### src/rtl/popcount_sequencer.sv
// popcount_sequencer: counts the 1 bits of a captured word one nibble per cycle and keeps a saturating running total
// Ports: clk/rst (async active-high) | start+data_in: request, taken only while ready
//        clear_total: sync zero of total | ready (IDLE), busy (RUN/DONE), done (one-cycle pulse)
//        count: ones in last accepted word | total: saturating sum of counts since reset/clear
module popcount_sequencer #(
  parameter int NIBBLES = 4,
  parameter int TOTAL_W = 8
) (
  input  logic                               clk,
  input  logic                               rst,
  input  logic                               start,
  input  logic [4*NIBBLES-1:0]               data_in,
  input  logic                               clear_total,
  output logic                               ready,
  output logic                               busy,
  output logic                               done,
  output logic [$clog2(4*NIBBLES+1)-1:0]     count,
  output logic [TOTAL_W-1:0]                 total
);
  localparam int W  = 4 * NIBBLES;
  localparam int CW = $clog2(W + 1);
  localparam int IW = NIBBLES > 1 ? $clog2(NIBBLES) : 1;
  localparam int SW = (TOTAL_W > CW ? TOTAL_W : CW) + 1;
  localparam logic [SW-1:0] MAX = SW'((64'd1 << TOTAL_W) - 64'd1);
  typedef enum logic [1:0] {IDLE, RUN, DONE} state_t;
  state_t state, next;
  logic [W-1:0] word;
  logic [IW-1:0] idx;
  logic [CW-1:0] acc, pc;
  logic [3:0] nib;
  logic last;
  logic [SW-1:0] sum;
  always_ff @(posedge clk or posedge rst)
    if (rst) state <= IDLE;
    else state <= next;
  always_comb
    next = state == IDLE ? (start ? RUN : IDLE) : state == RUN ? (last ? DONE : RUN) : IDLE;
  always_comb begin
    ready = state == IDLE;
    busy  = state != IDLE;
    done  = state == DONE;
  end
  // Clear is applied before the DONE-exit add, so a coincident clear leaves just this word's count.
  always_comb begin
    nib  = word[4*idx +: 4];
    pc   = CW'(nib[0]) + CW'(nib[1]) + CW'(nib[2]) + CW'(nib[3]);
    last = idx == IW'(NIBBLES - 1);
    sum  = SW'(clear_total ? '0 : total) + SW'(count);
  end
  always_ff @(posedge clk or posedge rst)
    if (rst) begin
      word  <= '0;
      idx   <= '0;
      acc   <= '0;
      count <= '0;
      total <= '0;
    end else begin
      if (state == IDLE && start) begin
        word <= data_in;
        idx  <= '0;
        acc  <= '0;
      end
      if (state == RUN) begin
        acc <= acc + pc;
        idx <= idx + IW'(1);
        if (last) count <= acc + pc;
      end
      if (state == DONE) total <= sum > MAX ? MAX[TOTAL_W-1:0] : sum[TOTAL_W-1:0];
      else if (clear_total) total <= '0;
    end
endmodule
### config.mk
export PLATFORM = sky130hd
export DESIGN_NAME = popcount_sequencer
export DESIGN_NICKNAME = d
export VERILOG_FILES = /design/src/rtl/popcount_sequencer.sv
export SDC_FILE = /design/constraint.sdc
export NUM_CORES = 1
export LEC_CHECK = 0
export CORE_ASPECT_RATIO = 1.2
export CORE_MARGIN = 10
export CORE_UTILIZATION = 58
export CTS_BUF_LIST = sky130_fd_sc_hd__clkbuf_4
export DETAILED_ROUTE_END_ITERATION = 10
export PLACE_DENSITY = 0.87
export SLEW_MARGIN = 10
export SYNTH_ARGS = -nofsm -noshare
export SYNTH_HDL_FRONTEND = slang
export SYNTH_SLANG_ARGS = --single-unit
### constraint.sdc
create_clock -name clk -period 5.58 [get_ports clk]
set_input_delay 1.116 -clock clk [delete_from_list [all_inputs] [get_ports clk]]
set_output_delay 1.116 -clock clk [all_outputs]
set_load 0.02 [all_outputs]
==> reports/qor.tcl, run 1 <==
set qor(netlist_area_mm2) 0.00197
set qor(antenna_cells) 0
set qor(final_setup_skew_ps) 12.5
set qor(port_buffers) 35
set qor(clkTransAtPathRegs_ps) 110
set qor(power.clock.fraction_pct) 10.7
set qor(finalNonFillerCells) 250
set qor(crit_path_end_kind) {flop}
set qor(clk-insertion-delay-late_ps) 340
set qor(final_hold_viol_count) 0
set qor(sequentialPowerShare_pct) 36.7
set qor(static-leakage-power_nw) 1.06
set qor(ctsRootBufferMaster) {clkbuf_4}
set qor(yosysWarnings) 0
set qor(critical_path.n_buffers_inverters) 2
set qor(cts-buffers-inserted) 5
set qor(cpPeakStageDelay_ps) 530
set qor(placedCellCount) 242
set qor(finalWorstPathRequiredPeriod_ps) 3300
set qor(post_cts_buffers) 0
set qor(htree_levels) 2
set qor(num_rows) 23
set qor(avgSynthCellArea_um2) 11.3
set qor(netlist-cell-type-count) 34
set qor(startpoint_class) {primary input}
set qor(cts_tree) {done}
set qor(routed-wl-met3_um) 305
set qor(post_drt_via_cell_ratio) 5.64
set qor(detailed_routed_wire_length_on_met2_mm) 2.32
set qor(drt-total-wl_mm) 4.31
set qor(final_core_utilization_pct) 72.6
set qor(synth_seq_area_share_pct) 48.2
set qor(worstPathCellList) {clkdlybuf4s50_1 -> nor2b_1 -> ha_1 -> inv_1 -> fa_1 -> and2b_1 -> o21a_2 -> a41oi_2 -> or3_4 -> o311ai_1}
set qor(netSwitchingPower_mw) 0.521
set qor(detail-route-antenna-nets) 0
set qor(layout_worst_path_cycle_share_pct) 59.2
set qor(layout.cells.most_common) {dfrtp_1}
set qor(status) {finished clean}
set qor(grt_pass1_vias) 1569
set qor(placeable_core_area_mm2) 0.00331
set qor(path_class) {primary input to flop}
set qor(postSynth.topFlopCell) {dfrtp_1}
set qor(final.setup.tns_ps) 0
set qor(clock_sinks) 38
set qor(dpl.hpwl_mm) 3.52
set qor(count_of_flip_flops_with_a_built_in_enable_after_synthesis) 0
set qor(drtPass1Iterations) 4
set qor(finalNetCount) 243
set qor(worst_pin_slew_ps) 771
set qor(gpl.final_weighted_congestion) 0.896
set qor(die_area_mm2) 0.00614
set qor(max_slew_violation_total_from_the_final_report) 0
set qor(dr.max_layer_used) {met4}
set qor(postCtsResizedCells) 0
set qor(worst_path_dominant_cell_family) {simple AND/OR/NAND/NOR gates}
set qor(worstHoldPathType) {flop to flop}
set qor(cp.arrival_ps) 3550
set qor(max_cap_viol_count) 0
set qor(drt_first_iter_violations) 63
set qor(power_switching_share_pct) 40.0
set qor(final-setup-viol-count) 0
set qor(most-common-layout-cells) {dfrtp_1, clkdlybuf4s50_1, nand2_1}
set qor(design.portCount) 36
set qor(cpMaxStageDelayCell) {clkdlybuf4s50_1}
set qor(drt-wirelength-per-cell_um) 17.3
set qor(ir_worst_vdd_mv) 0.376
set qor(via_count) 1409
set qor(regToRegSetupSlack_ps) 2620
set qor(rsz_0062_raised_after_global_routing) {no}
set qor(post_cts_hold_buffer_count) 0
set qor(initial_core_util_pct) 59.6
set qor(internal_power_mw) 0.781
set qor(grt_max_degree) 39
set qor(slew_headroom_pct) 48.6
set qor(drc) 0
set qor(pwr_density_cell_mw_per_mm2) 543
set qor(grt_use_total_pct) 14.9
set qor(fmaxAchievable_mhz) 303
set qor(worst_ep_required_time_ps) 5830
set qor(drt-met1-wl_mm) 1.61
set qor(die-height_um) 83.9
set qor(grt_pass1_wl_mm) 7.39
set qor(layout.filler_cells) 249
set qor(antenna_found_initial) 0
set qor(postSynthCellCount) 174
set qor(areaGrowthSynthToFinish_pct) 21.7
set qor(fp.dieW_um) 73.2
set qor(synthesis.nets) 205
set qor(cts-root-to-sink-buffers) 2
set qor(drive_above_1_share_pct) 15.5
set qor(synth-async-reset-ratio_pct) 100
set qor(crit_fanout) 7
set qor(gr-total-overflow) 0
set qor(comb_power_share_pct) 52.6
set qor(ys_ff_latch) 38
-- cell usage after synthesis, drive strengths merged (3+ instances only) --
| master | instances | area (um^2) |
|---|---|---|
| buf | 3 | 22.5 |
| nor2b | 7 | 43.8 |
| o21ai | 14 | 70.1 |
| mux4 | 4 | 90.1 |
| a21oi | 3 | 15.0 |
| nand2b | 3 | 18.8 |
| fa | 4 | 80.1 |
| inv | 11 | 41.3 |
| dfrtp | 38 | 951 |
| ha | 7 | 87.6 |
| nor2 | 8 | 30.0 |
| xnor2 | 4 | 35.0 |
| nand3 | 7 | 35.0 |
| o211ai | 3 | 27.5 |
| nand2 | 22 | 82.6 |
| mux2 | 17 | 191 |
-- path summary, 6_finish.rpt --
| check | end | depth (start not counted) | start |
|---|---|---|---|
| setup / recovery | total[2] | 10 | clear_total |
| hold reg to reg | word[5] | 1 | word[5] |
| setup reg to reg | acc[4] | 8 | idx[0] |
| hold / removal | word[5] | 1 | word[5] |
| max in group asynchronous | word[7] | 3 | rst |
| min in group asynchronous | total[7] | 3 | rst |
-- worst reg2reg max path, stage by stage (launching register included) --
cell and delay, ps:
dfrtp_1 550, mux4_2 590, fa_1 510, fa_1 460
inv_1 90, fa_1 250, nor2_1 80, xnor2_1 190
o21ai_0 110
-- logic make-up (layout without fill, tap and decap cells) --
logic type      Yosys count  count (layout)  synth area share (%)
xor+xnor                  6               6                  2.66
buf+inv                  16              55                  3.61
mux                      22              22                  14.8
fa+ha+maj                11              11                  8.50
compound gates           29              29                  9.77
flops                    38              38                  48.2
simple gates             52              52                  12.5
-- per-layer routing --
layer  global-route usage [%]  vias up
li1                         -      675
met1                     14.6      680
met2                     27.2       44
met3                     5.71       10
met4                     4.84        0
met5                        0        -
-- cell type report --
class                           count  area [um^2]  share of cell area, %
Clock buffer                        6         45.0                   1.88
Timing Repair Buffer               36          358                   14.9
Multi-Input combinational cell    120          951                   39.6
Inverter                           11         41.3                   1.72
Tap cell                           37         46.3                   1.93
Sequential cell                    38          951                   39.6
Clock inverter                      2         8.76                  0.365
-- metrics by stage --
| step | hold WS, ps | worst slack [ps] | area (um^2) | total power [mW] |
|---|---|---|---|---|
| after global routing | 532 | 2170 | 2400 | 1.42 |
| after floorplan | 475 | 2700 | 1970 | 0.957 |
| after detailed placement | 495 | 1930 | 2350 | 1.18 |
| after CTS | 519 | 2300 | 2400 | 1.32 |
| final | 516 | 2280 | 2400 | 1.30 |
| after global placement | 484 | 2030 | 2350 | 1.12 |
-- power groups by stage --
stage | logic [mW] | registers, mW | clock network [mW]
finish | 0.685 | 0.478 | 0.140
global placement | 0.642 | 0.475 | 0
global route | 0.768 | 0.496 | 0.159
CTS | 0.694 | 0.479 | 0.147
detailed placement | 0.692 | 0.485 | 0
floorplan | 0.478 | 0.479 | 0
-- sequential cells by signal, indices dropped and copies added (netlist names) --
signal and cells:
acc 5, count 5, idx 2, state 2, total 8, word 16
(Power assumes the default switching activity.)
==> run 2: changes to the inputs <==
--- a/config.mk
+++ b/config.mk
@@ -7,10 +7,10 @@
 export LEC_CHECK = 0
 export CORE_ASPECT_RATIO = 1.2
 export CORE_MARGIN = 10
-export CORE_UTILIZATION = 58
+export CORE_UTILIZATION = 54
 export CTS_BUF_LIST = sky130_fd_sc_hd__clkbuf_4
 export DETAILED_ROUTE_END_ITERATION = 10
-export PLACE_DENSITY = 0.87
+export PLACE_DENSITY = 0.82
 export SLEW_MARGIN = 10
 export SYNTH_ARGS = -nofsm -noshare
 export SYNTH_HDL_FRONTEND = slang
==> constraint.sdc (replaced) <==
create_clock -name clk -period 3.1 [get_ports clk]
set_input_delay 0.62 -clock clk [delete_from_list [all_inputs] [get_ports clk]]
set_output_delay 0.62 -clock clk [all_outputs]
set_load 0.02 [all_outputs]
==> run 2 against run 1 <==
Against the previous run: critical path depth down 2; worst hold slack worse by 1.6 ps; die area up 5.5%; global-route usage down 0.56 points; setup slack worse by 2000 ps; via count up 1.8%; register-to-register slack worse by 2400 ps; power up 79%; critical path type is now flop to flop; critical endpoint is now acc[4]; highest routed layer unchanged.
==> reports/qor.tcl, run 2 (synthesis gave the netlist of run 1 again) <==
set qor(crit_path_end_kind) {flop}
set qor(holdPathStages) 1 ;# unchanged
set qor(post_cts_hold_buffer_count) 0 ;# unchanged
set qor(initial_core_util_pct) 55.2 ;# -4.4 points
set qor(critical_path.n_buffers_inverters) 1 ;# -1
set qor(crit_fanout) 7 ;# unchanged
set qor(place_ws_ps) 92.9 ;# -1840 ps
set qor(num_rows) 24 ;# +4.3%
set qor(max_cap_viol_count) 0 ;# unchanged
set qor(cpPeakStageDelay_ps) 570 ;# +40 ps
set qor(final_hold_viol_count) 0 ;# unchanged
set qor(drt-total-wl_mm) 4.22 ;# -2.2%
set qor(cpMaxStageDelayCell) {mux4_2}
set qor(cts-buffers-inserted) 5 ;# unchanged
set qor(gpl.final_weighted_congestion) 0.881 ;# -1.8%
set qor(cts_tree) {done}
set qor(via_count) 1434 ;# +1.8%
set qor(final_core_utilization_pct) 67.5 ;# -5.0 points
set qor(cts-root-to-sink-buffers) 2 ;# unchanged
set qor(dpl.hpwl_mm) 3.40 ;# -3.4%
set qor(layout_top_registers) {word x16, total x8}
set qor(post_drt_via_cell_ratio) 5.67 ;# +0.57%
set qor(worst_ep_required_time_ps) 3320 ;# -2510 ps
set qor(placement.cell_area_mm2) 0.00236 ;# +0.43%
set qor(die_area_mm2) 0.00648 ;# +5.5%
set qor(detail-route-antenna-nets) 0 ;# unchanged
set qor(startpoint_class) {flop}
set qor(reg2regPathDepth) 8 ;# unchanged
set qor(drtPass1Iterations) 4 ;# unchanged
set qor(worstHoldPathType) {flop to flop}
set qor(layout.filler_cells) 288 ;# +16%
set qor(max_slew_violation_total_from_the_final_report) 0 ;# unchanged
set qor(rsz_0062_raised_after_global_routing) {no}
set qor(layout_worst_path_cycle_share_pct) 92.3
set qor(drc) 0 ;# unchanged
set qor(critical_path.most_common_cell) {fa_1}
set qor(port_buffers) 35 ;# unchanged
set qor(clk-insertion-delay-late_ps) 360 ;# +20 ps
set qor(antenna_cells) 0 ;# unchanged
set qor(path_class) {flop to flop}
set qor(grt_max_degree) 39 ;# unchanged
set qor(regToRegStartpoint) {idx[0]}
set qor(postCtsResizedCells) 0 ;# unchanged
set qor(fmaxAchievable_mhz) 350
set qor(worstPathCellList) {mux4_2 -> fa_1 -> fa_1 -> inv_1 -> fa_1 -> nor2_1 -> xnor2_1 -> o21ai_0}
set qor(grt_use_total_pct) 14.4 ;# -0.56 points
set qor(worst_path_dominant_cell_family) {adder cells}
set qor(worst_pin_slew_ps) 766 ;# -5.10 ps
set qor(setup_slack_ps) 239 ;# -2040 ps
set qor(layout.cells.most_common) {dfrtp_1}
set qor(die-height_um) 86.2 ;# +2.8%
set qor(clock_sinks) 38 ;# unchanged
set qor(slew_headroom_pct) 48.9 ;# +0.34 points
set qor(final_setup_skew_ps) 16.8 ;# +4.28 ps
set qor(ctsRootBufferMaster) {clkbuf_4}
set qor(design.portCount) 36 ;# unchanged
set qor(htree_levels) 2 ;# unchanged
set qor(timing.rr.end) {acc[4]}
set qor(clkTransAtPathRegs_ps) 110 ;# about the same
set qor(gr-total-overflow) 0 ;# unchanged
set qor(static-leakage-power_nw) 1.06 ;# +0.35%
set qor(worst_hold_startpoint) {word[11]}
set qor(grt_pass1_wl_mm) 7.26 ;# -1.8%
set qor(status) {finished clean}
set qor(final.setup.tns_ps) 0 ;# unchanged
set qor(drt_first_iter_violations) 92 ;# +46%
set qor(drive_above_1_share_pct) 16.4 ;# +0.86 points
set qor(regMostFlops) {word}
set qor(pwr_density_cell_mw_per_mm2) 967 ;# +78%
set qor(design_area_mm2) 0.00241 ;# +0.47%
set qor(final-setup-viol-count) 0 ;# unchanged
set qor(holdPathEnd) {word[11]}
set qor(regToRegSetupSlack_ps) 240 ;# -2380 ps
set qor(finalWorstPathRequiredPeriod_ps) 2860
set qor(fp.dieW_um) 75.2 ;# +2.6%
set qor(cp.arrival_ps) 3090 ;# -460 ps
set qor(antenna_found_initial) 0 ;# unchanged
set qor(finalNetCount) 244 ;# +0.41%
set qor(largest_reg_flops) 16 ;# unchanged
set qor(areaGrowthSynthToFinish_pct) 22.3
set qor(ir_worst_vdd_mv) 0.631 ;# +68%
set qor(placeable_core_area_mm2) 0.00357 ;# +8.0%
set qor(drt-wirelength-per-cell_um) 16.7 ;# -3.4%
set qor(grt_pass1_vias) 1548 ;# -1.3%
set qor(post_cts_buffers) 0 ;# unchanged
set qor(most-common-layout-cells) {dfrtp_1, clkdlybuf4s50_1, nand2_1}
## run 2: routing by layer
metal / vias up / track usage (%) / wire, um
met5: - / 0 / 0
met4: 0 / 6.43 / 101
met3: 10 / 4.92 / 271
met2: 38 / 24.6 / 2230
met1: 708 / 15.4 / 1620
li1: 678 / - / -
## run 2: worst max path at each step
| stage | start | end | slack (ps) | depth (start not counted) |
|---|---|---|---|---|
| final | idx[0] | acc[4] | 240 | 8 |
| after global routing | idx[0] | acc[4] | 80 | 8 |
| after CTS | idx[0] | acc[4] | 100 | 8 |
| after detailed placement | clear_total | total[2] | 90 | 10 |
| after global placement | clear_total | total[2] | 140 | 10 |
| after floorplan | idx[0] | acc[4] | 260 | 9 |
## run 2: worst reg2reg max path, cell delays in order, from the launching register on
cell and delay [ps]:
dfrtp_2 490, mux4_2 570, fa_1 560, fa_1 210, inv_1 60, fa_1 440
nor2_1 160, xnor2_1 150, o21ai_0 110
## run 2: layout make-up
| type | instances | area, um^2 | area share (%) |
|---|---|---|---|
| inverters | 11 | 41.3 | 1.71 |
| multi-input cells | 120 | 951 | 39.4 |
| clock buffers | 6 | 45.0 | 1.87 |
| clock inverters | 2 | 8.76 | 0.363 |
| flip-flops and latches | 38 | 952 | 39.5 |
| repair buffers | 37 | 365 | 15.1 |
| well taps | 39 | 48.8 | 2.02 |
## run 2: stage by stage
step	power, mW	hold WS [ps]	instances
after floorplan	1.72	475	174
after global placement	2.04	485	245
after detailed placement	2.11	492	245
after CTS	2.37	521	253
after global routing	2.57	538	253
final	2.33	515	253
## run 2: where the power goes
part / switching, mW / leakage, nW / total [mW] / internal, mW
logic: 0.611 / 0.557 / 1.22 / 0.609
clock network: 0.163 / 0.0331 / 0.257 / 0.0940
registers: 0.151 / 0.474 / 0.856 / 0.704
==> run 3: changes to the inputs <==
--- a/config.mk
+++ b/config.mk
@@ -5,6 +5,7 @@
 export SDC_FILE = /design/constraint.sdc
 export NUM_CORES = 1
 export LEC_CHECK = 0
+export CAP_MARGIN = 20
 export CORE_ASPECT_RATIO = 1.2
 export CORE_MARGIN = 10
 export CORE_UTILIZATION = 54
==> results of run 3 <==
The final DEF is identical to that of run 2; final timing and power are the same.
